## src/rtl/jk_pkg.sv

```systemverilog
// ---------------------------------------------------------------------------
// jk_pkg
//   Shared definitions for the JK excitation driver:
//     state_t    - controller states (IDLE / DRIVE / CHECK)
//     JK_HOLD    - {J,K} code that leaves Q unchanged
//     JK_SET     - {J,K} code that forces Q to 1
//     JK_CLEAR   - {J,K} code that forces Q to 0
//   The toggle code J=K=1 is deliberately absent: every transition of the
//   excitation table can be reached with a set, clear or hold, so the
//   don't-care entries are resolved to 0.
// ---------------------------------------------------------------------------
package jk_pkg;

    typedef enum logic [1:0] {
        ST_IDLE  = 2'd0,
        ST_DRIVE = 2'd1,
        ST_CHECK = 2'd2
    } state_t;

    // Encoding is {J, K}.
    localparam logic [1:0] JK_HOLD  = 2'b00;
    localparam logic [1:0] JK_SET   = 2'b10;
    localparam logic [1:0] JK_CLEAR = 2'b01;

endpackage

```

## src/rtl/jk_excite_enc.sv

```systemverilog
// ---------------------------------------------------------------------------
// jk_excite_enc
//   Pure combinational JK excitation table: given the current Q (cur) and
//   the desired next Q (nxt), produce the J/K inputs that make a JK
//   flip-flop take that transition.
//   Ports:
//     cur  in   current Q of the flip-flop
//     nxt  in   desired next Q
//     j    out  J excitation
//     k    out  K excitation
// ---------------------------------------------------------------------------
module jk_excite_enc
    import jk_pkg::*;
(
    input  logic cur,
    input  logic nxt,
    output logic j,
    output logic k
);

    logic [1:0] code;

    always_comb begin
        code = JK_HOLD;
        case ({cur, nxt})
            2'b01:   code = JK_SET;
            2'b10:   code = JK_CLEAR;
            default: code = JK_HOLD;
        endcase
    end

    assign j = code[1];
    assign k = code[0];

endmodule

```

## src/rtl/jk_excite_drv.sv

```systemverilog
// ---------------------------------------------------------------------------
// jk_excite_drv
//   Drives the J/K inputs of a downstream JK flip-flop so that its Q follows
//   a stream of target bits. Each accepted target produces a single-cycle
//   J/K excitation; with JK_CHECK_EN defined the fed-back Q is then compared
//   against the expected value and mismatches are counted.
//
//   Configuration macro: JK_CHECK_EN
//     defined   : IDLE -> DRIVE -> CHECK -> IDLE, one target per 3 cycles,
//                 q_fb checked, err_cnt/err/clr_err active.
//     undefined : IDLE -> DRIVE -> IDLE, one target per 2 cycles,
//                 err_cnt/err tied to 0, q_fb and clr_err ignored.
//
//   Parameters:
//     ERR_W      width of the saturating mismatch counter (2..16)
//   Ports:
//     clk        in   clock, rising edge
//     rst        in   asynchronous reset, active low
//     tgt_valid  in   a target Q bit is offered
//     tgt_bit    in   desired next Q of the flip-flop
//     tgt_ready  out  target accepted this cycle (high only in IDLE)
//     q_fb       in   Q fed back from the flip-flop
//     clr_err    in   synchronous clear of err_cnt and err
//     J, K       out  registered excitation to the flip-flop
//     done       out  one-cycle pulse at the end of each transaction
//     err_cnt    out  saturating mismatch count
//     err        out  sticky mismatch flag
// ---------------------------------------------------------------------------
module jk_excite_drv
    import jk_pkg::*;
#(
    parameter int ERR_W = 8
) (
    input  logic             clk,
    input  logic             rst,
    input  logic             tgt_valid,
    input  logic             tgt_bit,
    output logic             tgt_ready,
    input  logic             q_fb,
    input  logic             clr_err,
    output logic             J,
    output logic             K,
    output logic             done,
    output logic [ERR_W-1:0] err_cnt,
    output logic             err
);

    state_t state;
    logic   m_q;     // model of the flip-flop's Q after the last transaction
    logic   m_next;  // target being applied in the current transaction
    logic   enc_j;
    logic   enc_k;
    logic   accept;

    // The table is evaluated against the incoming target so that J/K can be
    // registered on the accepting edge itself.
    jk_excite_enc u_enc (
        .cur (m_q),
        .nxt (tgt_bit),
        .j   (enc_j),
        .k   (enc_k)
    );

    assign tgt_ready = (state == ST_IDLE);
    assign accept    = tgt_valid & tgt_ready;

    always_ff @(posedge clk or negedge rst) begin
        if (!rst) begin
            state  <= ST_IDLE;
            J      <= 1'b0;
            K      <= 1'b0;
            done   <= 1'b0;
            m_q    <= 1'b0;
            m_next <= 1'b0;
        end else begin
            done <= 1'b0;
            case (state)
                ST_IDLE: begin
                    if (accept) begin
                        m_next <= tgt_bit;
                        J      <= enc_j;
                        K      <= enc_k;
                        state  <= ST_DRIVE;
                    end
                end
                ST_DRIVE: begin
                    // Excitation lasts exactly one cycle; the flip-flop has
                    // now taken the transition, so m_q advances.
                    J   <= 1'b0;
                    K   <= 1'b0;
                    m_q <= m_next;
`ifdef JK_CHECK_EN
                    state <= ST_CHECK;
`else
                    done  <= 1'b1;
                    state <= ST_IDLE;
`endif
                end
                ST_CHECK: begin
                    done  <= 1'b1;
                    state <= ST_IDLE;
                end
                default: begin
                    state <= ST_IDLE;
                end
            endcase
        end
    end

`ifdef JK_CHECK_EN
    logic mismatch;

    function automatic logic [ERR_W-1:0] sat_inc(input logic [ERR_W-1:0] v);
        return (&v) ? v : v + {{(ERR_W-1){1'b0}}, 1'b1};
    endfunction

    assign mismatch = (state == ST_CHECK) && (q_fb != m_q);

    // clr_err takes priority over a simultaneous mismatch.
    always_ff @(posedge clk or negedge rst) begin
        if (!rst) begin
            err_cnt <= '0;
            err     <= 1'b0;
        end else if (clr_err) begin
            err_cnt <= '0;
            err     <= 1'b0;
        end else if (mismatch) begin
            err_cnt <= sat_inc(err_cnt);
            err     <= 1'b1;
        end
    end
`else
    logic unused_check_inputs;

    assign unused_check_inputs = q_fb ^ clr_err;
    assign err_cnt = '0;
    assign err     = 1'b0;
`endif

endmodule

```

## config.mk

```make
export PLATFORM = sky130hd
export DESIGN_NAME = jk_excite_drv
export DESIGN_NICKNAME = d
export VERILOG_FILES = /design/src/rtl/jk_pkg.sv /design/src/rtl/jk_excite_enc.sv /design/src/rtl/jk_excite_drv.sv
export SDC_FILE = /design/constraint.sdc
export NUM_CORES = 1
export LEC_CHECK = 0
export ABC_CLOCK_PERIOD_IN_PS = 1200
export CAP_MARGIN = 30
export CORE_AREA = 2 2 39 41
export DETAILED_ROUTE_END_ITERATION = 8
export DIE_AREA = 0 0 41 43
export DONT_BUFFER_PORTS = 1
export GPL_TIMING_DRIVEN = 0
export SYNTH_ARGS = -nofsm -noshare
export SYNTH_HDL_FRONTEND = slang
export SYNTH_HIERARCHICAL = 1
export SYNTH_SLANG_ARGS = --single-unit
```

## constraint.sdc

```tcl
create_clock -name clk -period 1.2 [get_ports clk]
set_clock_uncertainty 0.05 [all_clocks]
set_input_delay 0.24 -clock clk [delete_from_list [all_inputs] [get_ports clk]]
set_output_delay 0.24 -clock clk [all_outputs]
set_load 0.01 [all_outputs]
```

* After elaboration in Yosys (flattened, before gate mapping)
Index checks and enable logic that the tools add are counted.
** Storage, ports and cells
- Register bits after elaboration :: 7
- Latch bits :: 0
- Memory bits (writable) :: 0
- Memory bits (read-only) :: 0
- Input bits :: 6
- Output and inout bits :: 13
- Logic and storage cells :: 25
- Memories kept :: 0
** Cells by class
- Add/subtract/negate cells :: 0
- $mul :: 0
- Divide/modulo/power cells :: 0
- Magnitude comparators :: 0
- Equal/unequal tests :: 5
- Shifts and indexed selects :: 0
- Mux-type cells :: 8
- Bitwise operators :: 1
- Reductions and logical operators :: 5
** Operators with widths (number)
- 2-bit by 1-bit equality test with 1-bit output, second input constant :: 2
- 2-bit equality test, second input constant :: 2
- 2-bit two-way mux :: 2
- 1-bit case mux with 2 select lines :: 2
- 2-bit case mux with 2 select lines :: 1
- 2-bit AND reduction :: 2
- 1-bit two-way mux :: 3
- 2-bit logical NOT :: 1
- 2-bit by 1-bit != test with 1-bit output, second input constant :: 1
- 2-bit nonzero test :: 1
- 2-bit OR reduction :: 1
- 1-bit AND :: 1

* Depth between registers and ports, before layout
Gate-level depths: netlist (run 1).
- Depth after elaboration :: 4
- Depth in mapped cells :: 3
- Gate-level depth less buffers :: 3

* Hierarchy
Netlist (run 1), hierarchy kept.
** Modules (own cells, without submodules)
- jk_excite_drv :: instances 1, cells an instance 24, area an instance 292.8 um2, sequential area each 150.1 um2
- jk_excite_enc :: instances 1, cells an instance 2, area an instance 15.0 um2, sequential area each 0.0 um2

* Worst setup path before layout (run 1)
No wires, ideal clock.
- Path type :: register to register
- From :: register state[0]
- To :: register m_next
- Setup time :: 0.125 ns
- Data arrival time :: 0.845 ns
- Required time :: 1.025 ns
- Path slack :: 0.180 ns
- Stages on the path, launching flop included :: 3
- Buffers on the path :: 0
- Period minus slack after synthesis :: 1.020 ns
- Path through :: dfrtp_1 > nor2b_4 > mux2_4
** Between the ends
- Longest elaborated chain between the ends :: 3
** RTL lines
- start: declaration :: line jk_excite_drv.sv:48 : state_t state;
- start signal: assignment :: line jk_excite_drv.sv:69 : state <= ST_IDLE;
- start signal: assignment :: line jk_excite_drv.sv:83 : state <= ST_DRIVE;
- start signal: assignment :: line jk_excite_drv.sv:96 : state <= ST_IDLE;
- 2-bit logical NOT * :: line jk_excite_drv.sv:64, jk_excite_drv.sv:77
- 1-bit AND :: line jk_excite_drv.sv:65 : assign accept = tgt_valid & tgt_ready;
- 2-bit AND reduction (no line) *
- end signal: assignment :: line jk_excite_drv.sv:80 : m_next <= tgt_bit;
- end: declaration :: line jk_excite_drv.sv:50 : logic m_next;
Every way passes the cells marked *; elsewhere a longest branch is shown, timed or not.
A chain may end at the register's enable or synchronous reset.

* Worst setup path after layout (run 1)
- From :: register state[0]
- To :: output tgt_ready
** Between the ends
- Longest elaborated chain between the ends :: 1
** RTL lines
- 2-bit logical NOT :: line jk_excite_drv.sv:64 : assign tgt_ready = (state == ST_IDLE);
- end: declaration :: line jk_excite_drv.sv:38 : output logic tgt_ready,
No other way between the ends.

==> results of run 1 <==
## per-layer routing
| layer | track usage [%] | share of wire, % | vias up |
|---|---|---|---|
| met5 | 0 | 0 | - |
| met4 | 8.00 | 2.2 | 0 |
| met3 | 4.71 | 14 | 2 |
| met2 | 7.50 | 45 | 11 |
| met1 | 6.21 | 39 | 76 |
| li1 | - | - | 86 |
## cell families (layout without fill, tap and decap cells)
kind of cell	after synthesis	count (layout)	synth area share, %
buf+inv	10	14	23.2
flops	6	6	48.8
mux	4	4	15.0
other cells	1	9	1.22
simple gates	5	5	11.8
## synthesized netlist by cell type (all sizes together)
library cell,number
nor2,2
conb,1
mux2,2
buf,9
and2b,1
mux2i,2
nor2b,2
dfrtp,6
inv,1
## worst paths after layout
check | from | end | slack (ps)
min in group asynchronous | rst | m_next | 250
max in group asynchronous | rst | K | 630
worst min register to register | m_next | m_next | 460
worst min-delay path | tgt_bit | m_next | 90
worst max-delay path | state[0] | tgt_ready | 70
worst max register to register | state[0] | m_next | 120
## power breakdown
group / switching [mW] / leakage [nW] / internal [mW]
Clock: 0.0780 / 0.0138 / 0.113
Sequential: 0.0236 / 0.0753 / 0.228
Combinational: 0.0327 / 0.129 / 0.0498
Total: 0.134 / 0.218 / 0.392
## layout make-up
type,count,area [µm²],share of cell area (%)
repair buffers,1,10.0,2.56
inverters,1,3.75,0.962
multi-input cells,18,116,29.8
clock buffers,3,22.5,5.77
well taps,16,20.0,5.13
plain buffers,9,67.6,17.3
flip-flops and latches,6,150,38.5
## repair_timing
item	4_1_cts	5_1_grt
hold endpoints to repair	6	0
setup endpoints to repair	0	0
hold buffers	1	0
## sequential cells by signal (all words and copies together) (netlist names)
register,cells
m_q,1
done,1
m_next,1
J,1
state,1
K,1
## through the flow
| step | area [µm²] | utilization (%) |
|---|---|---|
| final | 390 | 28.2 |
| after global placement | 358 | 25.9 |
| after floorplan | 338 | - |
| after global routing | 390 | 28.2 |
| after detailed placement | 358 | 25.9 |
| after CTS | 390 | 28.2 |
## layout by cell type (no fill, tap or decap), drive strengths merged
cell type,n
and2b,1
buf,9
clkbuf,3
conb,9
dfrtp,6
dlygate4sd3,1
inv,1
mux2,2
mux2i,2
nor2,2
nor2b,2
==> impl_metrics.py, run 1 <==
metrics = {
    "yosys": {
        "yosys-top-cells-area": "dfrtp_1 49%, buf_4 22%, mux2i_1 6.5%, mux2_4 4.9%, nor2b_4 4.5%",
        "ys_seq_area_share_pct": 48.8,
        "yosys_warnings": 6,
        "synth_area_um2": 308,
        "synth_cell_types": 11,
        "synth_top_cell_by_area": "dfrtp_1",
        "yosysTopAreaCellShare_pct": 48.8,
        "syn_avg_cell_area_um2": 11.8,
        "syn_inst": 26,
        "synth-seq-cells": 6,
    },
    "clock_tree": {
        "cts-buffers-inserted": 3,
        "clkTransAtPathRegs_ps": 50,
        "clkSinkCount": 6,
        "htreeDepth": 1,
        "post_cts_resized": 0,
        "root_buffer": "clkbuf_4",
        "insertion_delay_ps": 250,
        "post-cts-setup-buffers": 0,
        "cts_buffer_depth": 2,
        "cts_tree": "done",
    },
    "grt": {
        "track_usage_pct": 6.46,
        "grt-ovfl-total": 0,
        "grt_max_degree": 7,
        "grt_pass1_wl_um": 662,
        "antenna_found_initial": 0,
        "first_global_vias": 171,
    },
    "route": {
        "first_pass_iters": 2,
        "routedWlPerCell_um": 8.52,
        "drcViolationCount": 0,
        "drt-total-wl_um": 460,
        "drt-initial-drc-count": 2,
        "vias": 175,
        "antenna_left": 0,
        "via_per_inst": 3.24,
    },
    "floorplanning": {
        "die_area_um2": 1760,
        "coreArea_um2": 1380,
        "initial_core_util_pct": 22.2,
        "rows": 14,
        "die-width_um": 41,
        "fp.dieH_um": 43,
        "num_io_pins": 19,
    },
    "layout": {
        "areaGrowthSynthToFinish_pct": 26.8,
        "n_antenna_cell": 0,
        "n_fill_cell": 152,
        "final_cell_count_no_fill": 54,
        "layout-drive-gt1-share_pct": 42.1,
        "nets": 46,
    },
    "setup_path": {
        "required_ps": 910,
        "crit_type": "register to output port",
        "worst-path-stages": 1,
        "crit_slowest_cell": "dfrtp_1",
        "worstPathMaxFanout": 6,
        "critPathBufInv": 1,
        "cp-end-kind": "output port",
        "reg2regPathDepth": 2,
        "crit_chain": "inv_1",
        "worst_ep_arrival_time_ps": 840,
        "crit_family": "flip-flops",
        "max_stage_delay_ps": 470,
        "critPathLaunchType": "register",
    },
    "timing": {
        "max_freq_ghz": 0.884,
        "fin_setup_tns_ps": 0,
        "fin_crit_sh_pct": 94.2,
        "hold_ws_ps": 89.2,
        "postLayoutSetupSlackWorst_ps": 69.0,
        "hold_viol": 0,
        "finalCriticalPeriod_ps": 1130,
        "grt_setup_unrepaired": "false",
        "finalSetupViolCount": 0,
        "drv_slew": 0,
    },
    "pwr": {
        "ir_worst_vdd_mv": 0.474,
        "p_leak_nw": 0.218,
        "finalPower_uw": 526,
        "power.density_nw_per_um2": 1350,
    },
    "place": {
        "gp_congestion": 0.608,
        "port-buffer-count": 0,
        "dp.cells": 50,
        "preCtsSetupSlack_ps": 125,
    },
    "min_path": {
        "min_path_type": "input port to register",
        "whs_path_depth": 1,
    },
    "outcome": {
        "status": "finished clean",
    },
    "flow_run": {
        "cap_violations": 0,
    },
}
Power figures use the tool's default switching activity.
==> run 2, diff against run 1 <==
- SKIP_CTS_REPAIR_TIMING: default -> 1
==> run 2 against run 1 <==
Against the previous run:
- combinational power is essentially flat
- setup slack barely moved
- core utilization did not move
- wire length up 2.8%
- first-iteration DRC count unchanged
- sequential cell count stayed put
- sequential share of layout area unchanged
- final area unchanged
- register-to-register slack is essentially flat
- non-clock buffer count unchanged
- largest cell class unchanged
==> impl_metrics.py, run 2 (same netlist as run 1, synthesis figures left out) <==
metrics = {
    "outcome": {
        "status": "finished clean",
    },
    "flow_run": {
        "cap_violations": 0,
    },
    "min_path": {
        "min_path_type": "input port to register",
        "min_from": "tgt_bit",
        "min_to": "m_next",
        "whs_path_depth": 1,
    },
    "pwr": {
        "p_leak_nw": 0.218,
        "power_switching_uw": 134,
        "combPwrFrac_pct": 15.7,
        "switching_share_pct": 25.5,
        "finalPower_uw": 525,
        "p_int_uw": 392,
        "pwr-share-seq_pct": 47.9,
        "power.density_nw_per_um2": 1350,
        "pwr-share-clk_pct": 36.3,
        "ir_worst_vdd_mv": 0.474,
    },
    "layout": {
        "areaGrowthSynthToFinish_pct": 26.8,
        "nets": 46,
        "layout-drive-gt1-share_pct": 42.1,
        "n_antenna_cell": 0,
        "final_cell_mix": "9 x buf_4, 9 x conb_1, 6 x dfrtp_1",
    },
    "grt": {
        "track_usage_pct": 6.56,
        "grt-ovfl-total": 0,
        "grt_pass1_wl_um": 676,
        "first_global_vias": 169,
        "antenna_found_initial": 0,
        "grt_max_degree": 7,
    },
    "setup_path": {
        "crit_type": "register to output port",
        "reg2regPathDepth": 2,
        "rrSetupSlack_ps": 130,
        "critPathBufInv": 1,
        "worst_ep_arrival_time_ps": 840,
        "crit_family": "flip-flops",
        "reg2reg_from": "state[0]",
        "crit_chain": "inv_1",
        "r2r-end": "m_next",
        "max_stage_delay_ps": 470,
        "critPathLaunchType": "register",
        "worstPathMaxFanout": 6,
        "required_ps": 910,
        "crit_slowest_cell": "dfrtp_1",
        "cp-end-kind": "output port",
    },
    "timing": {
        "fin_crit_sh_pct": 94.3,
        "max_freq_ghz": 0.884,
        "finalSetupViolCount": 0,
        "finalCriticalPeriod_ps": 1130,
        "hold_viol": 0,
        "postLayoutSetupSlackWorst_ps": 68.7,
        "fin_setup_tns_ps": 0,
        "drv_slew": 0,
        "grt_setup_unrepaired": "false",
    },
    "clock_tree": {
        "root_buffer": "clkbuf_4",
        "cts_tree": "done",
        "insertion_delay_ps": 250,
        "htreeDepth": 1,
        "clkTransAtPathRegs_ps": 50,
        "cts-buffers-inserted": 3,
        "cts_buffer_depth": 2,
        "clkSinkCount": 6,
    },
    "route": {
        "first_pass_iters": 2,
        "antenna_left": 0,
        "drt-total-wl_um": 473,
        "via_per_inst": 3.20,
        "routedWlPerCell_um": 8.76,
        "drt-initial-drc-count": 2,
        "vias": 173,
        "drcViolationCount": 0,
    },
    "floorplanning": {
        "fp.dieH_um": 43,
        "num_io_pins": 19,
        "die_area_um2": 1760,
        "rows": 14,
        "initial_core_util_pct": 22.2,
        "die-width_um": 41,
        "coreArea_um2": 1380,
    },
    "place": {
        "gp_congestion": 0.608,
        "port-buffer-count": 0,
        "preCtsSetupSlack_ps": 125,
    },
}
==> run 2: per-stage QoR <==
step	instances	util (%)	hold slack, ps	cell area [µm²]
6_report	54	28.2	89.2	390
3_3_place_gp	50	25.9	-105	358
3_5_place_dp	50	25.9	-105	358
5_1_grt	54	28.2	87.8	390
4_1_cts	53	27.5	-375	380
2_1_floorplan	34	-	-106	338
==> run 2: worst max-delay path by stage <==
| stage | from | endpoint | slack, ps | cells after the start |
|---|---|---|---|---|
| floorplan | state[0] | m_next | 180 | 2 |
| detailed placement | state[0] | m_next | 130 | 2 |
| global placement | state[0] | m_next | 130 | 2 |
| CTS | state[0] | tgt_ready | 60 | 1 |
| finish | state[0] | tgt_ready | 70 | 1 |
| global route | state[0] | tgt_ready | 30 | 1 |
==> run 2: final cells by class <==
type / count / area (µm²)
tap: 16 / 20.0
clock buffer: 3 / 22.5
timing repair buffer: 1 / 10.0
sequential: 6 / 150
multi-input combinational: 18 / 116
buffer: 9 / 67.6
fill: 152 / 993
inverter: 1 / 3.75
==> run 2: routing by layer <==
metal	vias up	part of all wire (%)	GRT usage [%]	wire length, µm
li1	86	-	-	-
met1	74	39	6.21	184
met2	11	45	7.50	214
met3	2	13	5.24	63
met4	0	2.1	8.00	10
met5	-	0	0	0
==> run 2: power groups by stage <==
stage | logic, mW | clock network [mW] | registers, mW
floorplan | 0.0728 | 0 | 0.250
global placement | 0.0762 | 0 | 0.254
detailed placement | 0.0762 | 0 | 0.255
CTS | 0.0766 | 0.201 | 0.252
global route | 0.0924 | 0.207 | 0.254
finish | 0.0826 | 0.191 | 0.252
